**config.mk**
```make
export PLATFORM = sky130hd
export DESIGN_NAME = tt_scanner
export DESIGN_NICKNAME = d
export VERILOG_FILES = /design/src/rtl/tt_scan_pkg.sv /design/src/rtl/tt_first_one.sv /design/src/rtl/tt_scanner.sv
export SDC_FILE = /design/constraint.sdc
export NUM_CORES = 1
export LEC_CHECK = 0
export ABC_AREA = 1
export CORE_MARGIN = 2
export CORE_UTILIZATION = 40
export CTS_CLUSTER_DIAMETER = 120
export CTS_CLUSTER_SIZE = 16
export DETAILED_ROUTE_END_ITERATION = 10
export PLACE_DENSITY_LB_ADDON = 0.05
export SYNTH_ARGS = -nofsm -noshare
export SYNTH_HDL_FRONTEND = slang
export SYNTH_HIERARCHICAL = 1
export SYNTH_SLANG_ARGS = --single-unit
```
**constraint.sdc**
```tcl
create_clock -name clk -period 3.5 [get_ports clk]
set_input_delay 0.525 -clock clk [delete_from_list [all_inputs] [get_ports clk]]
set_output_delay 0.525 -clock clk [all_outputs]
set_load 0.03 [all_outputs]
```
**src/rtl/tt_scan_pkg.sv**
```systemverilog
// tt_scan_pkg: shared scanner state encoding, default sizing constants and
// the truth-vector width derivation used by tt_scanner and tt_first_one.
package tt_scan_pkg;

  localparam int N_IN_DEF   = 3;
  localparam int SETTLE_DEF = 1;

  // One truth-vector bit per input combination.
  function automatic int tt_width(input int n_in);
    return 1 << n_in;
  endfunction

  typedef enum logic [1:0] {
    S_IDLE,
    S_SETTLE,
    S_SAMPLE,
    S_DONE
  } state_t;

endpackage

```
**src/rtl/tt_first_one.sv**
```systemverilog
// tt_first_one: index of the lowest set bit of vec; returns 0 when vec is 0.
module tt_first_one
  import tt_scan_pkg::*;
#(
  parameter int N_IN = N_IN_DEF,
  parameter int W    = tt_width(N_IN)
) (
  input  logic [W-1:0]    vec,
  output logic [N_IN-1:0] idx
);

  // Scan from the top down so the lowest set bit is the last one to win.
  always_comb begin
    idx = '0;
    for (int i = W - 1; i >= 0; i--) begin
      if (vec[i]) idx = N_IN'(i);
    end
  end

endmodule

```
**src/rtl/tt_scanner.sv**
```systemverilog
// tt_scanner: walks abc through every input combination of a combinational
// function, waits SETTLE cycles per combination, then samples dut_s into
// tt_vec[abc]. With macro TT_COMPARE_EN defined, the captured vector is also
// compared against ref_vec latched at start (mismatch / err_idx); otherwise
// those outputs are tied low and ref_vec is not used.
module tt_scanner
  import tt_scan_pkg::*;
#(
  parameter int  N_IN   = N_IN_DEF,
  parameter int  SETTLE = SETTLE_DEF,
  localparam int W      = tt_width(N_IN)
) (
  input  logic            clk,
  input  logic            rst_n,
  input  logic            start,
  input  logic [W-1:0]    ref_vec,
  input  logic            dut_s,
  output logic [N_IN-1:0] abc,
  output logic            busy,
  output logic            done,
  output logic [W-1:0]    tt_vec,
  output logic            mismatch,
  output logic [N_IN-1:0] err_idx
);

  localparam logic [3:0]      SETTLE_LAST = 4'(SETTLE - 1);
  localparam logic [N_IN-1:0] ABC_LAST    = '1;

  state_t       state;
  logic [3:0]   settle_cnt;
  logic [W-1:0] cap_vec;

  // Truth vector as it looks once the current sample has been written.
  always_comb begin
    cap_vec      = tt_vec;
    cap_vec[abc] = dut_s;
  end

  // Scan sequencer: IDLE -> (SETTLE x SETTLE cycles, SAMPLE) per index -> DONE.
  always_ff @(posedge clk or negedge rst_n) begin
    if (!rst_n) begin
      state      <= S_IDLE;
      abc        <= '0;
      busy       <= 1'b0;
      done       <= 1'b0;
      tt_vec     <= '0;
      settle_cnt <= '0;
    end else begin
      done <= 1'b0;
      case (state)
        S_IDLE: begin
          if (start) begin
            tt_vec     <= '0;
            abc        <= '0;
            busy       <= 1'b1;
            settle_cnt <= '0;
            state      <= S_SETTLE;
          end
        end
        S_SETTLE: begin
          if (settle_cnt == SETTLE_LAST) begin
            settle_cnt <= '0;
            state      <= S_SAMPLE;
          end else begin
            settle_cnt <= settle_cnt + 4'd1;
          end
        end
        S_SAMPLE: begin
          tt_vec <= cap_vec;
          if (abc == ABC_LAST) begin
            // abc is left at W-1 until the next accepted start.
            busy  <= 1'b0;
            done  <= 1'b1;
            state <= S_DONE;
          end else begin
            abc   <= abc + 1'b1;
            state <= S_SETTLE;
          end
        end
        S_DONE: begin
          state <= S_IDLE;
        end
        default: begin
          state <= S_IDLE;
        end
      endcase
    end
  end

`ifdef TT_COMPARE_EN
  logic [W-1:0]    ref_lat;
  logic [N_IN-1:0] first_idx;

  tt_first_one #(
    .N_IN (N_IN),
    .W    (W)
  ) u_first_one (
    .vec (cap_vec ^ ref_lat),
    .idx (first_idx)
  );

  // Latch the reference at start; judge the complete vector on the final sample.
  always_ff @(posedge clk or negedge rst_n) begin
    if (!rst_n) begin
      ref_lat  <= '0;
      mismatch <= 1'b0;
      err_idx  <= '0;
    end else if (state == S_IDLE && start) begin
      ref_lat  <= ref_vec;
      mismatch <= 1'b0;
      err_idx  <= '0;
    end else if (state == S_SAMPLE && abc == ABC_LAST) begin
      mismatch <= (cap_vec != ref_lat);
      err_idx  <= first_idx;
    end
  end
`else
  logic unused_ref;
  assign unused_ref = ^ref_vec;
  assign mismatch   = 1'b0;
  assign err_idx    = '0;
`endif

endmodule

```
==> impl_metrics.csv <==
group,metric,value,unit
logic_synthesis,ys.flop_type,"dfrtp_1",
grt,grt_pass1_vias,832,
cts,cts-root-buf,"clkbuf_4",
worst_setup_path,rr_worst_depth,6,
cts,cts_tree,"yes",
logic_synthesis,synth_compound_area_share,6.481,%
routing,ant_nets,0,
cts,clock_path_buffers,2,
worst_setup_path,path_cells,"clkdlybuf4s50_1",
logic_synthesis,synth_top_family_by_area,"simple AND/OR/NAND/NOR gates",
routing,dr.pass1.iters,4,
die,pin_count,29,
timing,skew,0.007233,ns
routing,detail_route.wirelength,2.047,mm
routing,wl_met3,102,um
logic_synthesis,synth-simple-area-share,31.83,%
logic_synthesis,synth_top_area_share,43.98,%
timing,fin_setup_tns,0,ns
routing,maxUsedRoutingLayer,"met4",
worst_setup_path,path_class,"reg2out",
timing,post-route-min-period,2.100,ns
logic_synthesis,synthTopCellsByCount,"nand2_1, inv_1, nand3_1, dfrtp_1, nor2_1",
logic_synthesis,synthMuxAreaShare,0,%
die,die_h,55.99,um
logic_synthesis,synth_area_per_cell,7.560,um^2
cells_and_area,post-route-util,50.20,%
logic_synthesis,synth_area,1081,um^2
routing,drt-wirelength-per-cell,10.83,um
routing,drc,0,
hold_path,hold_path_class,"reg2reg",
timing,maxSlewHeadroom,43.57,%
worst_setup_path,cp_data_required_time,2.97,ns
timing,finalSetupViolations,0,
logic_synthesis,synth_cell_types,18,
job,cap_violations,0,
cts,cts_htree_levels,1,
place,hpwl,1.515,mm
die,die_w,55.99,um
logic_synthesis,synth-adder-area-share,4.630,%
grt,grt-ovfl-total,0,
place,place.gp.congestion,0.7843,
routing,m1WireLength,1.038,mm
cells_and_area,syn_to_final_growth,17.13,%
logic_synthesis,synth.most_common_cell,"nand2_1",
timing,period_share,60.01,%
logic_synthesis,synthCells,143,
cts,clock_sink_count,19,
hold_path,hold_end,"busy",
worst_setup_path,r2r-end,"state[1]",
grt,antenna_found_initial,0,
cts,cts-resized-gates,0,
timing,hold_viol,0,
worst_setup_path,startpoint_type,"flop",
cells_and_area,final_area,1266,um^2
routing,via_per_inst,4.841,
cts,clkTransAtPathRegs,0.11,ns
worst_setup_path,reg2reg_slack,2.07,ns
timing,slew_violations,0,
worst_setup_path,path_buf_inv,1,
worst_setup_path,critPathMaxStageDelay,0.73,ns
run_status,status,"finished, final reports clean",
logic_synthesis,synth_xor_area_share,0,%
logic_synthesis,ys_seq_area_share,43.98,%
timing,max_clock_freq,476.1,MHz
logic_synthesis,ys_top_cells_by_area,"dfrtp_1, nand2_1, nand3_1",
place,dpl-instance-area,1239,um^2
routing,drtIter0Drc,19,
die,start_util,42.86,%
die,fp.coreArea,2522,um^2
cts,hold_buffers,0,
hold_path,min_from,"busy",
grt,grt_usage,15.32,%
routing,num_vias,915,
worst_setup_path,r2r_start,"abc[0]",
cells_and_area,drive_gt1_share,7.547,%
cts,clk_latency,0.30,ns
logic_synthesis,synth_edf_count,0,
logic_synthesis,yosys_register_bits,19,
worst_setup_path,slowest_stage,"clkdlybuf4s50_1",
place,io_buffers,16,
worst_setup_path,critPathCaptureType,"primary output",
power,leakage,0.6425,nW
cells_and_area,fin_nets,176,
logic_synthesis,yosys.area.top_type,"dfrtp_1",
worst_setup_path,arrival,1.58,ns
hold_path,holdPathStages,2,
die,dieArea,3134,um^2
power,powerDensity,585.5,nW/um^2
power,ir_drop,0.0004226,V
cts,cts_made_buffers,3,
die,rows,18,
grt,grt_first_pass_wirelength,3.801,mm
logic_synthesis,async_reset_ff_share,100.0,%
cts,post_cts_buffers,0,
worst_setup_path,cp_max_fo,10,
timing,rsz0062_at_grt,"false",
worst_setup_path,path_delay_family,"buffers and inverters",
power,power.total,0.7414,mW
grt,grt_max_degree,20,
timing,tightest_slew,0.8439,ns
routing,met2_length,895,um
cells_and_area,n_antenna_cell,0,
logic_synthesis,ys_warn_count,6,
registers in the layout (all words and copies together) (netlist names):
register	count
tt_vec	8
settle_cnt	4
abc	3
state	2
busy	1
done	1
how the worst max path moves through the flow:
stage                     startpoint  endpoint  slack, ns  depth (start not counted)
after floorplan               abc[1]  state[1]       2.13                          6
after global placement         start    abc[0]       1.71                          6
after detailed placement       start    abc[0]       1.74                          6
after CTS                     abc[0]    abc[0]       1.39                          1
after global routing          abc[0]    abc[0]       1.32                          1
final                         abc[0]    abc[0]       1.40                          1
per-layer routing:
layer	vias up	global-route usage, %
met5	-	0
li1	480	-
met3	2	5.116
met2	21	23.70
met1	412	21.44
met4	0	2.041
cell usage in the layout (no fill, tap or decap):
| cell type | instances |
|---|---|
| a21oi_1 | 8 |
| clkbuf_4 | 3 |
| clkdlybuf4s50_1 | 16 |
| clkinv_2 | 1 |
| conb_1 | 4 |
| dfrtp_1 | 19 |
| ha_1 | 4 |
| inv_1 | 20 |
| inv_2 | 3 |
| nand2_1 | 37 |
| nand2_4 | 1 |
| nand3_1 | 20 |
| nand4_1 | 4 |
| nor2_1 | 9 |
| nor2_2 | 2 |
| nor2_4 | 2 |
| o21ai_0 | 5 |
| o21ai_1 | 1 |
report_power, final:
part	total (mW)	internal, mW	leakage (nW)	switching (mW)
registers	0.316	0.255	0.255	0.0606
logic	0.315	0.101	0.370	0.214
clock network	0.111	0.0426	0.0177	0.0682
total	0.741	0.399	0.642	0.343
per-stage QoR:
step | cells | setup slack [ns] | hold WS, ns
after CTS | 189 | 1.390 | 0.5276
after detailed placement | 185 | 1.739 | 0.4920
after global routing | 189 | 1.316 | 0.5924
after floorplan | 146 | 2.134 | 0.2294
final | 189 | 1.400 | 0.5161
after global placement | 185 | 1.708 | 0.4828
kinds of logic after synthesis:
kind of cell,Yosys count
simple gates,75
buf+inv,30
flops,19
compound gates,14
fa+ha+maj,4
other cells,1
final cells by class:
| cell class | count | area (um^2) |
|---|---|---|
| clock buffers | 3 | 22.52 |
| clock inverters | 1 | 5.005 |
| fillers | 269 | 1256 |
| inverters | 23 | 86.33 |
| multi-input cells | 97 | 479.2 |
| flip-flops and latches | 19 | 475.5 |
| well taps | 30 | 37.54 |
| repair buffers | 16 | 160.2 |
Note: power is estimated with default switching activity, not from simulation.
